## config.mk

```make
export PLATFORM = sky130hd
export DESIGN_NAME = rx_frame_parser_flat
export DESIGN_NICKNAME = d
export VERILOG_FILES = /design/src/rtl/rx_frame_parser_if.sv /design/src/rtl/rx_frame_parser.sv /design/src/flat_wrapper.sv
export SDC_FILE = /design/constraint.sdc
export NUM_CORES = 1
export LEC_CHECK = 0
export BUFFER_PORTS_ARGS = -buffer_cell sky130_fd_sc_hd__buf_2
export CAP_MARGIN = 20
export CORE_MARGIN = 2
export CORE_UTILIZATION = 49
export DETAILED_ROUTE_END_ITERATION = 6
export PLACE_DENSITY_LB_ADDON = 0.3
export SETUP_SLACK_MARGIN = 0.2
export SLEW_MARGIN = 20
export SYNTH_ARGS = -nofsm -noshare
export SYNTH_HDL_FRONTEND = slang
export SYNTH_SLANG_ARGS = --single-unit
export TNS_END_PERCENT = 100
```

## constraint.sdc

```tcl
create_clock -name clk -period 4.6 [get_ports clk]
set_clock_uncertainty 0.2 [all_clocks]
set_input_delay 0.46 -clock clk [delete_from_list [all_inputs] [get_ports clk]]
set_output_delay 0.46 -clock clk [all_outputs]
set_load 0.03 [all_outputs]
```

## src/rtl/rx_frame_parser_if.sv

```systemverilog
// Byte-wide valid/ready payload stream from the RX frame parser to the switch core.
interface rx_frame_parser_if;
  logic [7:0] out_data;
  logic       out_valid;
  logic       out_ready;
  logic       out_sop;
  logic       out_eop;
  logic       out_err;

  modport master (output out_data, out_valid, out_sop, out_eop, out_err,
                  input  out_ready);
  modport slave  (input  out_data, out_valid, out_sop, out_eop, out_err,
                  output out_ready);
endinterface

```

## src/rtl/rx_frame_parser.sv

```systemverilog
// Pops EOD-tagged bytes from the RX FIFO, splits off the 14-byte Ethernet header and
// streams the payload downstream with runt/giant length checking and a drop path.
module rx_frame_parser #(
  parameter int MIN_LEN = 60,
  parameter int MAX_LEN = 1514
) (
  input  logic                     clk,
  input  logic                     arst_n,
  input  logic                     fifo_empty,
  input  logic [7:0]               fifo_dout,
  input  logic                     fifo_EOD_out,
  output logic                     fifo_rden,
  output logic                     hdr_valid,
  output logic [47:0]              dst_mac,
  output logic [47:0]              src_mac,
  output logic [15:0]              ethertype,
  output logic [10:0]              frame_len,
  output logic                     frame_done,
  output logic                     runt_pulse,
  output logic                     giant_pulse,
  rx_frame_parser_if.master        out_if
);

  typedef enum logic [1:0] {
    S_HDR     = 2'd0,
    S_PAYLOAD = 2'd1,
    S_DROP    = 2'd2
  } state_t;

  localparam logic [10:0] MinLen = 11'(MIN_LEN);
  localparam logic [10:0] MaxLen = 11'(MAX_LEN);

  state_t        state_q, state_d;
  logic [10:0]   byte_cnt_q, byte_cnt_d;
  logic [10:0]   cnt_inc;
  logic [103:0]  hdr_sh_q;
  logic [47:0]   dst_mac_q, src_mac_q;
  logic [15:0]   ethertype_q;
  logic [10:0]   frame_len_q, frame_len_d;
  logic          hdr_valid_q, hdr_valid_d;
  logic          frame_done_q, frame_done_d;
  logic          runt_q, runt_d;
  logic          giant_q, giant_d;
  logic          pop;
  logic          hdr_load;
  logic          out_valid, out_sop, out_eop, out_err;

  assign cnt_inc = byte_cnt_q + 11'd1;

  always_comb begin
    // NOTE: every signal driven here gets a default first, so no path can infer a latch.
    state_d      = state_q;
    byte_cnt_d   = byte_cnt_q;
    frame_len_d  = frame_len_q;
    hdr_valid_d  = 1'b0;
    frame_done_d = 1'b0;
    runt_d       = 1'b0;
    giant_d      = 1'b0;
    hdr_load     = 1'b0;
    pop          = 1'b0;
    out_valid    = 1'b0;
    out_sop      = 1'b0;
    out_eop      = 1'b0;
    out_err      = 1'b0;

    case (state_q)
      S_HDR: begin
        pop = ~fifo_empty;
        if (pop) begin
          if (fifo_EOD_out) begin
            byte_cnt_d   = '0;
            frame_done_d = 1'b1;
            runt_d       = 1'b1;
            frame_len_d  = cnt_inc;
          end else begin
            byte_cnt_d = cnt_inc;
            if (byte_cnt_q == 11'd13) begin
              hdr_load    = 1'b1;
              hdr_valid_d = 1'b1;
              state_d     = S_PAYLOAD;
            end
          end
        end
      end

      S_PAYLOAD: begin
        out_valid = ~fifo_empty;
        pop       = out_valid & out_if.out_ready;
        out_sop   = out_valid & (byte_cnt_q == 11'd14);
        // An EOD on the MAX_LEN-th byte is a normal end of frame, so EOD wins.
        if (out_valid) begin
          if (fifo_EOD_out) begin
            out_eop = 1'b1;
            out_err = (cnt_inc < MinLen);
          end else if (cnt_inc == MaxLen) begin
            out_eop = 1'b1;
            out_err = 1'b1;
          end
        end
        if (pop) begin
          if (fifo_EOD_out) begin
            byte_cnt_d   = '0;
            frame_done_d = 1'b1;
            frame_len_d  = cnt_inc;
            runt_d       = (cnt_inc < MinLen);
            state_d      = S_HDR;
          end else if (cnt_inc == MaxLen) begin
            byte_cnt_d   = cnt_inc;
            frame_done_d = 1'b1;
            giant_d      = 1'b1;
            frame_len_d  = MaxLen;
            state_d      = S_DROP;
          end else begin
            byte_cnt_d = cnt_inc;
          end
        end
      end

      S_DROP: begin
        pop = ~fifo_empty;
        if (pop && fifo_EOD_out) begin
          byte_cnt_d = '0;
          state_d    = S_HDR;
        end
      end

      default: state_d = S_DROP;
    endcase
  end

  always_ff @(posedge clk or negedge arst_n) begin
    if (!arst_n) begin
      state_q      <= S_HDR;
      byte_cnt_q   <= '0;
      hdr_sh_q     <= '0;
      dst_mac_q    <= '0;
      src_mac_q    <= '0;
      ethertype_q  <= '0;
      frame_len_q  <= '0;
      hdr_valid_q  <= 1'b0;
      frame_done_q <= 1'b0;
      runt_q       <= 1'b0;
      giant_q      <= 1'b0;
    end else begin
      // NOTE: non-blocking assignments make every register sample pre-edge values.
      state_q      <= state_d;
      byte_cnt_q   <= byte_cnt_d;
      frame_len_q  <= frame_len_d;
      hdr_valid_q  <= hdr_valid_d;
      frame_done_q <= frame_done_d;
      runt_q       <= runt_d;
      giant_q      <= giant_d;
      if (pop && state_q == S_HDR) hdr_sh_q <= {hdr_sh_q[95:0], fifo_dout};
      // Bytes 0..12 sit in the shift register; byte 13 is the head byte right now.
      if (hdr_load) begin
        dst_mac_q   <= hdr_sh_q[103:56];
        src_mac_q   <= hdr_sh_q[55:8];
        ethertype_q <= {hdr_sh_q[7:0], fifo_dout};
      end
    end
  end

  assign fifo_rden        = pop;
  assign hdr_valid        = hdr_valid_q;
  assign dst_mac          = dst_mac_q;
  assign src_mac          = src_mac_q;
  assign ethertype        = ethertype_q;
  assign frame_len        = frame_len_q;
  assign frame_done       = frame_done_q;
  assign runt_pulse       = runt_q;
  assign giant_pulse      = giant_q;
  assign out_if.out_data  = fifo_dout;
  assign out_if.out_valid = out_valid;
  assign out_if.out_sop   = out_sop;
  assign out_if.out_eop   = out_eop;
  assign out_if.out_err   = out_err;

endmodule

```

## src/flat_wrapper.sv

```systemverilog
// flat-port wrapper written by rule: the top's interface ports become plain ports
module rx_frame_parser_flat 
#(
  parameter int MIN_LEN = 60,
  parameter int MAX_LEN = 1514
)
  (clk, arst_n, fifo_empty, fifo_dout, fifo_EOD_out, fifo_rden, hdr_valid, dst_mac, src_mac, ethertype, frame_len, frame_done, runt_pulse, giant_pulse, out_if_out_data, out_if_out_valid, out_if_out_sop, out_if_out_eop, out_if_out_err, out_if_out_ready);
  rx_frame_parser_if out_if_i ();
  input  logic clk;
  input  logic arst_n;
  input  logic fifo_empty;
  input  logic [7:0] fifo_dout;
  input  logic fifo_EOD_out;
  output logic fifo_rden;
  output logic hdr_valid;
  output logic [47:0] dst_mac;
  output logic [47:0] src_mac;
  output logic [15:0] ethertype;
  output logic [10:0] frame_len;
  output logic frame_done;
  output logic runt_pulse;
  output logic giant_pulse;
  output wire logic [$bits(out_if_i.out_data)-1:0] out_if_out_data;
  output wire logic [$bits(out_if_i.out_valid)-1:0] out_if_out_valid;
  output wire logic [$bits(out_if_i.out_sop)-1:0] out_if_out_sop;
  output wire logic [$bits(out_if_i.out_eop)-1:0] out_if_out_eop;
  output wire logic [$bits(out_if_i.out_err)-1:0] out_if_out_err;
  input wire logic [$bits(out_if_i.out_ready)-1:0] out_if_out_ready;
  assign out_if_out_data = out_if_i.out_data;
  assign out_if_out_valid = out_if_i.out_valid;
  assign out_if_out_sop = out_if_i.out_sop;
  assign out_if_out_eop = out_if_i.out_eop;
  assign out_if_out_err = out_if_i.out_err;
  assign out_if_i.out_ready = out_if_out_ready;
  rx_frame_parser #(.MIN_LEN(MIN_LEN), .MAX_LEN(MAX_LEN)) u_core (.clk(clk), .arst_n(arst_n), .fifo_empty(fifo_empty), .fifo_dout(fifo_dout), .fifo_EOD_out(fifo_EOD_out), .fifo_rden(fifo_rden), .hdr_valid(hdr_valid), .dst_mac(dst_mac), .src_mac(src_mac), .ethertype(ethertype), .frame_len(frame_len), .frame_done(frame_done), .runt_pulse(runt_pulse), .giant_pulse(giant_pulse), .out_if(out_if_i));
endmodule
```

### After elaboration in Yosys (flattened, before gate mapping)

Index checks and enable logic that the tools add are counted.

| cells by class | value |
|---|---|
| equality and inequality tests | 12 |
| mux-type cells | 43 |
| reduce and logical (&&, ||, !) cells | 9 |
| bitwise gates (word level) | 3 |
| add/sub/neg operators | 1 |
| order comparisons | 1 |

Operators by type and width:

| cell | count |
|---|---|
| $mux 11 | 9 |
| $pmux 11 s3 | 1 |
| $eq 11x4->1 const B | 2 |
| $pmux 11 s2 | 1 |
| $mux 1 | 21 |
| $mux 2 | 7 |
| $add 11x1->11 const B | 1 |
| $eq 11x11->1 const B | 1 |
| $lt 11x6->1 const B | 1 |
| $ne 2x1->1 const B | 3 |
| $ne 2x2->1 const B | 3 |
| $pmux 1 s2 | 3 |
| $pmux 2 s3 | 1 |
| $reduce_and 6->1 | 1 |
| $reduce_and 5->1 | 1 |
| $reduce_and 4->1 | 1 |
| $ne 3x2->1 const B | 1 |
| $reduce_bool 3->1 | 1 |
| $and 1x1->1 | 2 |
| $eq 2x1->1 const B | 1 |
| $eq 2x2->1 const B | 1 |
| $logic_and 1x1->1 | 2 |
| $logic_not 2->1 | 1 |
| $reduce_bool 2->1 | 1 |
| 2 further kinds | 2 |

| storage, ports and cells | value |
|---|---|
| flip-flop bits (word level) | 244 |
| output and inout bits | 140 |
| input port bits | 13 |
| logic and storage cells | 80 |

### Depth between registers and ports, before layout

Gate-level depths: netlist of run 1.

| logic depth | value |
|---|---|
| word-level depth | 6 |
| gate-level depth with buffers | 8 |
| depth with buffers taken out | 6 |

### Least setup slack after synthesis of run 1

No wires, ideal clock.

| timing | value |
|---|---|
| kind | input -> output |
| from | input fifo_empty |
| to | output out_if_out_eop |
| path buffers | 1 |
| arrival time | 2.287 ns |
| setup slack | 1.653 ns |
| stages | 3 |
| data required time | 3.940 ns |
| cells stage by stage | buf_2 nor3b_1 a21boi_0 |

| between the ends | value |
|---|---|
| longest elaborated chain between the ends | 2 |

RTL lines:

| item | RTL line | text |
|---|---|---|
| start, declared | flat_wrapper.sv:11 | `input logic fifo_empty;` |
| $mux 1 | rx_frame_parser.sv:91 | `if (out_valid) begin` |
| $mux 1 | rx_frame_parser.sv:66 | `case (state_q)` |
| end, declared | flat_wrapper.sv:26 | `output wire logic [$bits(out_if_i.out_eop)-1:0] out_if_out_eop;` |

Every way passes these cells.

### Final worst setup path of run 1

| timing | value |
|---|---|
| from | register u_core.byte_cnt_q[0] |
| to | output out_if_out_err |

| between the ends | value |
|---|---|
| longest elaborated chain between the ends | 6 |
| elaborated cells between the ends (all ways) | 7 |
| those cells by class | add/sub: 1; order compare: 1; eq/ne: 1; mux: 4 |

RTL lines:

| item | RTL line | text |
|---|---|---|
| start, declared | rx_frame_parser.sv:34 | `logic [10:0] byte_cnt_q, byte_cnt_d;` |
| start signal, assigned | rx_frame_parser.sv:147 | `byte_cnt_q <= byte_cnt_d;` |
| $add 11x1->11 (*) | rx_frame_parser.sv:48 | `assign cnt_inc = byte_cnt_q + 11'd1;` |
| parallel branches: the longest is 2 deep, another holds $lt 11x6->1 | - |  |
| $mux 1 (*) | rx_frame_parser.sv:92 | `if (fifo_EOD_out) begin` |
| $mux 1 (*) | rx_frame_parser.sv:91 |  |
| $mux 1 (*) | rx_frame_parser.sv:66 |  |
| end, declared | flat_wrapper.sv:27 | `output wire logic [$bits(out_if_i.out_err)-1:0] out_if_out_err;` |

Every way passes the cells marked *.

==> results.py, run 1 <==
metrics = {
    "timing": {
        "fin_crit_ns": 3.51,
        "maxSlewHeadroom_pct": 41.6,
        "rsz0062_at_grt": "false",
        "timing_max_transition_violations_final": 0,
        "max_freq_ghz": 0.285,
        "layout_worst_path_cycle_share_pct": 76.2,
        "max_slew.worst_pin.slew_ns": 0.874,
        "setup_total_negative_slack_ns": 0,
        "final_hold_viol_count": 0,
        "setup_violations": 0,
    },
    "synth": {
        "ys_async_sr_fraction_pct": 100,
        "synth.lib_cells_used.distinct": 53,
        "synth-simple-area-share_pct": 15.4,
        "compound_gate_fraction_of_synth_area_pct": 3.43,
        "synth_fp_nets": 897,
        "synth-adder-area-share_pct": 0.488,
        "post_synth_inst_count": 880,
        "synth.cell_area_um2": 10300,
        "synth-seq-cells": 244,
        "sequential_to_total_area_share_from_yosys_stat_pct": 59.5,
        "synth_top_family_by_area": "multiplexers",
        "main_flop_type_after_synthesis": "sky130_fd_sc_hd__dfrtp_1",
        "share_of_the_synthesized_netlist_area_taken_by_xor_and_xnor_gates_pct": 0.853,
        "yosys_warnings": 0,
        "synth_enable_flop_cells": 0,
        "synthesis.area_per_instance_um2": 11.7,
        "synth_mux_area_share_pct": 15.7,
    },
    "routing": {
        "highest_layer": "met4",
        "avgViaCountPerCell": 5.03,
        "wl_met2_mm": 9.82,
        "drtAntennaViolNets": 0,
        "drt_drc_violations_left": 0,
        "via_count": 6590,
        "avgRoutedWirePerCell_um": 16.2,
        "route.met3.wl_mm": 1.08,
        "drt_pre_antenna_iters": 5,
        "drt_wl_total_mm": 21.1,
        "wirelength_met1_mm": 9.91,
        "detailedRoute.firstIterationViolations": 343,
    },
    "cts": {
        "cts_num_sinks": 244,
        "cts-root-buf": "sky130_fd_sc_hd__clkbuf_16",
        "cts_tree": "yes",
        "clock_tree.buffer_depth": 3,
        "clock_insertion_delay_worst_skew_ns": 0.52,
        "cts_post_setup_buffers_inserted": 0,
        "cts-resized-gates": 0,
        "tritoncts.num_buffers": 26,
        "clk_pin_slew_worst_paths_ns": 0.06,
        "htree_levels": 1,
    },
    "global_route": {
        "first_global_vias": 6563,
        "gr-total-overflow": 0,
        "initial_antenna_violation_count": 0,
        "largest_net_degree_at_the_start_of_global_routing": 142,
        "gr-usage-all-layers_pct": 19.6,
        "wire_length_of_the_first_global_routing_pass_mm": 35.2,
    },
    "setup_path": {
        "cpLargestDelayFamily": "simple AND/OR/NAND/NOR gates",
        "rrSetupSlack_ns": 1.66,
        "cp.required_ns": 3.94,
        "crit_path_cell_trace": "ha_1, and3_1, nand3b_1, a211oi_2, nand3_1, a21boi_0, buf_2",
        "critical_path.n_buffers_inverters": 1,
        "critPathSlowestCell": "sky130_fd_sc_hd__dfrtp_1",
        "setup.worst_path.start": "u_core.byte_cnt_q[0]$_DFFE_PN0P_",
        "category_of_the_critical_setup_timing_path": "flop to output port",
        "crit_path_end_kind": "output port",
        "crit-reg2reg-capture": "u_core.dst_mac[17]$_DFFE_PN0P_",
        "cp_max_fo": 12,
        "worstReg2RegStart": "u_core.byte_cnt_q[8]$_DFFE_PN0P_",
        "startpoint_type": "flop",
        "worst_path_largest_cell_delay_ns": 0.53,
        "rr_worst_depth": 6,
        "critPathArrivalTime_ns": 2.85,
    },
    "floorplanning": {
        "dieWidth_um": 149,
        "fp.dieArea_um2": 22100,
        "initial_utilization_pct": 50.4,
        "core_area_um2": 20400,
        "ios": 153,
        "floorplan.rows": 52,
        "fp.dieH_um": 149,
    },
    "cells_and_area": {
        "finalNetCount": 1036,
        "fin_util_pct": 59.4,
        "highest_count_cells_in_the_layout_ignoring_fill_and_taps": "333 x sky130_fd_sc_hd__nand2_1, 244 x sky130_fd_sc_hd__dfrtp_1, 151 x sky130_fd_sc_hd__buf_2",
        "mostFrequentLayoutCell": "sky130_fd_sc_hd__nand2_1",
        "layout.filler_cells": 1680,
        "layout-drive-gt1-share_pct": 32.0,
        "signed_area_change_from_the_synthesized_netlist_to_the_final_layout_pct": 17.8,
        "multi_input_comb_area_um2": 3700,
        "seqCellArea_um2": 6110,
        "num_antenna_cells": 0,
    },
    "status": {
        "outcome": "completed",
    },
    "worst_hold_path": {
        "min_delay_path_depth": 3,
        "timing.hold.worst.start": "fifo_empty",
        "hold-path-endpoint": "u_core.state_q[1]$_DFFE_PN0P_",
        "hold_path.class": "input pin to flop",
    },
    "place": {
        "detailedPlacementHpwl_mm": 13.2,
        "finalWeightedCongestion": 0.837,
        "io_buffers": 152,
    },
    "power": {
        "cellPowerDensity_nw_per_um2": 405,
        "static-leakage-power_nw": 6.58,
        "max_ir_drop_vdd_uv": 288,
    },
    "flow_run": {
        "max-cap-violations": 0,
    },
}
==> metrics by stage <==
step | area [um2] | setup slack, ns | power, mW | cells | hold slack, ns
6_report | 12100 | 1.09 | 4.90 | 1309 | 0.125
5_1_grt | 12100 | 0.872 | 5.12 | 1309 | 0.135
4_1_cts | 12100 | 1.07 | 4.97 | 1308 | 0.101
3_5_place_dp | 11100 | 1.52 | 2.74 | 1251 | 0.263
3_3_place_gp | 11100 | 1.54 | 2.73 | 1251 | 0.262
2_1_floorplan | 10300 | 1.65 | 2.60 | 880 | -0.0356
==> worst reg2reg max path, cell delays in order (launching register included) <==
cell                      delay [ns]
sky130_fd_sc_hd__dfrtp_1        0.50
sky130_fd_sc_hd__or2_4          0.32
sky130_fd_sc_hd__nor3_4         0.14
sky130_fd_sc_hd__nand4_2        0.21
sky130_fd_sc_hd__nor2_4         0.68
sky130_fd_sc_hd__buf_4          0.40
sky130_fd_sc_hd__mux2_2         0.38
==> per-layer routing <==
metal / vias to the layer above / track usage, %
met3: 24 / 3.80
met2: 147 / 30.9
met5: - / 0
li1: 3153 / -
met4: 0 / 4.00
met1: 3266 / 28.7
==> cell type report <==
cell class	count	share of cell area, %
sequential	244	50.5
multi-input combinational	570	30.6
timing repair buffer	170	8.25
clock buffer	38	6.50
tap	270	2.79
clock inverter	10	1.17
inverter	7	0.217
==> synthesized netlist by cell type (2+ instances only) <==
| library cell | number | area share (%) |
|---|---|---|
| sky130_fd_sc_hd__a21oi_1 | 9 | 0.44 |
| sky130_fd_sc_hd__a31oi_1 | 2 | 0.12 |
| sky130_fd_sc_hd__mux2i_1 | 2 | 0.20 |
| sky130_fd_sc_hd__dfrtp_1 | 244 | 59 |
| sky130_fd_sc_hd__mux2_2 | 35 | 3.8 |
| sky130_fd_sc_hd__buf_1 | 2 | 0.073 |
| sky130_fd_sc_hd__mux2_4 | 80 | 12 |
| sky130_fd_sc_hd__xnor2_1 | 6 | 0.51 |
| sky130_fd_sc_hd__a21boi_0 | 2 | 0.15 |
| sky130_fd_sc_hd__clkbuf_1 | 22 | 0.80 |
| sky130_fd_sc_hd__or3_1 | 2 | 0.12 |
| sky130_fd_sc_hd__o22ai_1 | 2 | 0.12 |
| sky130_fd_sc_hd__nor3b_1 | 2 | 0.15 |
| sky130_fd_sc_hd__o211ai_1 | 5 | 0.37 |
| sky130_fd_sc_hd__xor2_1 | 4 | 0.34 |
| sky130_fd_sc_hd__nand4_1 | 4 | 0.24 |
| sky130_fd_sc_hd__nor2_1 | 13 | 0.48 |
| sky130_fd_sc_hd__buf_4 | 14 | 1.0 |
| sky130_fd_sc_hd__buf_2 | 11 | 0.54 |
| sky130_fd_sc_hd__o31ai_1 | 5 | 0.37 |
| sky130_fd_sc_hd__nor3_1 | 3 | 0.15 |
| sky130_fd_sc_hd__nand2_1 | 333 | 12 |
| sky130_fd_sc_hd__o21bai_1 | 2 | 0.15 |
| sky130_fd_sc_hd__ha_1 | 4 | 0.49 |
| sky130_fd_sc_hd__o21ai_0 | 18 | 0.88 |
| sky130_fd_sc_hd__and3_1 | 6 | 0.37 |
| sky130_fd_sc_hd__inv_1 | 7 | 0.26 |
| sky130_fd_sc_hd__nor2b_1 | 3 | 0.18 |
| sky130_fd_sc_hd__nand3_1 | 6 | 0.29 |
| sky130_fd_sc_hd__buf_12 | 9 | 1.8 |
==> where the power goes <==
| part | switching [mW] | internal, mW | leakage [nW] |
|---|---|---|---|
| Sequential | 0.126 | 2.29 | 3.31 |
| Combinational | 0.194 | 0.0953 | 2.82 |
| Clock | 0.847 | 1.35 | 0.454 |
| Total | 1.17 | 3.74 | 6.58 |
==> registers in the layout, indices dropped and copies added (netlist names) <==
name                count
u_core.hdr_sh_q       104
u_core.dst_mac         48
u_core.src_mac         48
u_core.ethertype       16
u_core.byte_cnt_q      11
u_core.frame_len       11
u_core.state_q          2
u_core.frame_done       1
u_core.giant_pulse      1
u_core.hdr_valid        1
u_core.runt_pulse       1
==> worst max-delay path by stage <==
| stage | endpoint | depth (start not counted) |
|---|---|---|
| 2_1_floorplan | out_if_out_eop | 3 |
| 3_3_place_gp | u_core.dst_mac[8]$_DFFE_PN0P_ | 5 |
| 3_5_place_dp | u_core.dst_mac[12]$_DFFE_PN0P_ | 5 |
| 4_1_cts | out_if_out_err | 7 |
| 5_1_grt | out_if_out_err | 7 |
| 6_report | out_if_out_err | 7 |
==> cell families after synthesis <==
family	count (synthesis)
adders and majority gates	4
DFF	244
muxes	117
buffers and inverters	66
and+or+nand+nor	386
AOI/OAI and AO/OA	53
xor gates and xnor gates	10
==> timing repair <==
| action | 4_1_cts | 5_1_grt |
|---|---|---|
| hold buffers | 9 | 0 |
| endpoints found under the hold margin | 155 | 0 |
| endpoints found under the setup margin | 0 | 0 |
No activity file was read; power rests on OpenSTA's default activity.
==> run 2, diff against run 1 <==
- ABC_AREA: unset -> 1
- clock period: 4.6 -> 2.9 ns (I/O delays scaled with it)
==> run 2 against run 1 <==
Clock power rose by 66%. Register-to-register slack worse by 0.92 ns. Worst hold slack got worse by 0.12 ns. Setup slack worse by 0.87 ns. Final cell count grew 13%. Synthesized cell count is 19% higher. First-iteration DRC count rose by 34%. Largest cell class unchanged. Area after synthesis down 5.8%. Critical endpoint is now out_if_out_eop. Via count up 9.3%.
==> results.py, run 2 <==
metrics = {
    "global_route": {
        "gr-usage-all-layers_pct": 20.7,
        "gr-total-overflow": 0,
        "initial_antenna_violation_count": 0,
        "largest_net_degree_at_the_start_of_global_routing": 109,
        "wire_length_of_the_first_global_routing_pass_mm": 34.5,
        "first_global_vias": 6818,
    },
    "setup_path": {
        "cp_max_fo": 6,
        "category_of_the_critical_setup_timing_path": "flop to output port",
        "worstReg2RegStart": "u_core.byte_cnt_q[1]$_DFFE_PN0P_",
        "crit-reg2reg-capture": "u_core.dst_mac[1]$_DFFE_PN0P_",
        "crit_path_cell_trace": "nand2_2, nor2_4, nand2_1, a21oi_1, nand3_2, nor2_4, nand2_2, a21oi_2, buf_6",
        "worst_path_largest_cell_delay_ns": 0.47,
        "setup.worst_path.start": "u_core.byte_cnt_q[3]$_DFFE_PN0P_",
        "endpoint_of_the_most_critical_setup_path": "out_if_out_eop",
        "critPathSlowestCell": "sky130_fd_sc_hd__dfrtp_1",
        "cp.required_ns": 2.41,
        "rrSetupSlack_ns": 0.74,
        "startpoint_type": "flop",
        "rr_worst_depth": 10,
        "crit_path_end_kind": "output port",
        "critPathArrivalTime_ns": 2.19,
    },
    "cells_and_area": {
        "finalNetCount": 1214,
        "signed_area_change_from_the_synthesized_netlist_to_the_final_layout_pct": 22.7,
        "num_antenna_cells": 0,
        "largest-register": "u_core.hdr_sh_q",
        "highest_count_cells_in_the_layout_ignoring_fill_and_taps": "294 x sky130_fd_sc_hd__nand2_1, 241 x sky130_fd_sc_hd__dfrtp_1, 208 x sky130_fd_sc_hd__o21ai_0",
        "largest_register_ffs": 104,
        "layout-drive-gt1-share_pct": 21.0,
        "mostFrequentLayoutCell": "sky130_fd_sc_hd__nand2_1",
    },
    "synth": {
        "synth_common_cells": "298 x sky130_fd_sc_hd__nand2_1, 244 x sky130_fd_sc_hd__dfrtp_1, 209 x sky130_fd_sc_hd__o21ai_0",
        "synth_fp_nets": 1065,
        "ys_top_cells_by_area": "sky130_fd_sc_hd__dfrtp_1 63%, sky130_fd_sc_hd__nand2_1 12%, sky130_fd_sc_hd__o21ai_0 11%",
        "ys_async_sr_fraction_pct": 100,
        "share_of_the_synthesized_area_in_the_top_cell_type_pct": 63.2,
        "synthesis.area_per_instance_um2": 9.22,
        "post_synth_inst_count": 1048,
        "synth_top_area_cell": "sky130_fd_sc_hd__dfrtp_1",
        "main_flop_type_after_synthesis": "sky130_fd_sc_hd__dfrtp_1",
        "synthMostInstantiatedCell": "sky130_fd_sc_hd__nand2_1",
        "synth_enable_flop_cells": 0,
        "synth.lib_cells_used.distinct": 26,
        "sequential_to_total_area_share_from_yosys_stat_pct": 63.2,
        "yosys_warnings": 0,
        "synth.cell_area_um2": 9670,
        "synth-seq-cells": 244,
    },
    "place": {
        "finalWeightedCongestion": 0.853,
        "io_buffers": 152,
        "detailedPlacementHpwl_mm": 14.2,
        "post-place-ws_ns": 0.566,
    },
    "cts": {
        "htree_levels": 1,
        "clk_pin_slew_worst_paths_ns": 0.06,
        "cts_tree": "yes",
        "cts-root-buf": "sky130_fd_sc_hd__clkbuf_16",
        "cts_num_sinks": 244,
        "clock_tree.buffer_depth": 3,
        "clock_insertion_delay_worst_skew_ns": 0.53,
        "tritoncts.num_buffers": 26,
    },
    "routing": {
        "drt_drc_violations_left": 0,
        "drt_pre_antenna_iters": 5,
        "drtAntennaViolNets": 0,
        "avgViaCountPerCell": 4.87,
        "avgRoutedWirePerCell_um": 14.5,
        "detailedRoute.firstIterationViolations": 458,
        "drt_wl_total_mm": 21.5,
        "via_count": 7206,
    },
    "timing": {
        "setup_violations": 0,
        "setup_total_negative_slack_ns": 0,
        "hold-worst-slack_ns": 0.000554,
        "layout_worst_path_cycle_share_pct": 92.3,
        "final_hold_viol_count": 0,
        "fin_crit_ns": 2.68,
        "maxSlewHeadroom_pct": 55.7,
        "max_slew.worst_pin.slew_ns": 0.665,
        "timing_max_transition_violations_final": 0,
        "rsz0062_at_grt": "true",
        "finalWorstSetupSlack_ns": 0.225,
        "max_freq_ghz": 0.374,
    },
    "floorplanning": {
        "floorplan.rows": 51,
        "fp.dieH_um": 144,
        "initial_utilization_pct": 49.8,
        "dieWidth_um": 144,
        "core_area_um2": 19400,
        "ios": 153,
        "fp.dieArea_um2": 20900,
    },
    "flow_run": {
        "max-cap-violations": 0,
    },
    "power": {
        "static-leakage-power_nw": 6.00,
        "cellPowerDensity_nw_per_um2": 839,
        "max_ir_drop_vdd_uv": 507,
    },
    "worst_hold_path": {
        "hold_path.class": "input pin to flop",
    },
    "status": {
        "outcome": "completed",
    },
}
-- run 2: cell count changes in the layout (fill, tap and decap cells not counted), moves of 7 or more --
cell,previous run,this run
sky130_fd_sc_hd__mux2_4,80,0
sky130_fd_sc_hd__o22ai_1,2,10
sky130_fd_sc_hd__inv_1,7,138
sky130_fd_sc_hd__nor2_1,13,20
sky130_fd_sc_hd__nand3_1,6,19
sky130_fd_sc_hd__o21ai_0,18,208
sky130_fd_sc_hd__nand2_1,333,294
sky130_fd_sc_hd__mux2_2,35,0
sky130_fd_sc_hd__nand2_2,0,10
-- run 2: layer usage --
metal	global-route usage, %	vias to the layer above	share of wire (%)
met4	5.26	0	1.9
met1	30.7	3439	47
met2	32.3	158	46
li1	-	3582	-
met3	3.25	27	5.0
met5	0	-	0
-- run 2: critical path, delay by kind of cell (launching register included) --
family	cells	cell delay [ns]
flip-flops	1	0.47
buffers and inverters	1	0.14
AND/OR/NAND/NOR	6	0.73
AO/OA/AOI/OAI	2	0.33
-- run 2: final cells by class --
type	count	area, um2
clock buffers	32	713
clock inverters	15	246
fillers	1710	7540
inverters	145	544
multi-input cells	600	2810
flip-flops and latches	244	6110
well taps	265	332
repair buffers	180	1100
-- run 2: how the worst min path moves through the flow --
stage / from / endpoint / slack [ns] / cells after the start
final: fifo_empty / u_core.state_q[0]$_DFFE_PN0P_ / 0.0006 / 3
after global routing: fifo_empty / u_core.src_mac[47]$_DFFE_PN0P_ / 0.06 / 4
after CTS: fifo_empty / u_core.state_q[0]$_DFFE_PN0P_ / 0.002 / 3
after detailed placement: arst_n / u_core.dst_mac[26]$_DFFE_PN0P_ / 0.15 / 1
after global placement: arst_n / u_core.dst_mac[18]$_DFFE_PN0P_ / 0.15 / 1
after floorplan: arst_n / u_core.byte_cnt_q[0]$_DFFE_PN0P_ / -0.21 / 0
-- run 2: cells by family after synthesis --
logic type / after synthesis / synth area share, %
adders and majority gates: 4 / 0.518
DFF: 244 / 63.2
buffers and inverters: 204 / 8.79
and+or+nand+nor: 364 / 15.2
AOI/OAI and AO/OA: 232 / 12.3
-- run 2: report_power, final --
part           leakage [nW]  internal, mW  switching [mW]  total (mW)
Combinational          2.22         0.567            1.29        1.86
Sequential             3.31          4.07           0.363        4.43
Clock                 0.472          2.29            1.37        3.65
Total                  6.00          6.92            3.02        9.95
-- run 2: metrics by stage --
stage / utilization, % / power (mW) / instance area [um2] / instances
3_3_place_gp: 54.9 / 6.21 / 10600 / 1417
6_report: 61.1 / 9.95 / 11900 / 1481
4_1_cts: 60.7 / 10.0 / 11800 / 1479
2_1_floorplan: - / 5.67 / 9670 / 1048
3_5_place_dp: 54.9 / 6.26 / 10600 / 1417
5_1_grt: 61.1 / 10.5 / 11900 / 1481
-- run 2: what timing repair did --
item	4_1_cts	5_1_grt
setup endpoints to repair	2	3
pin swaps	5	11
hold endpoints to repair	99	0
setup buffers	4	2
hold buffers	11	0
resized for setup	11	20
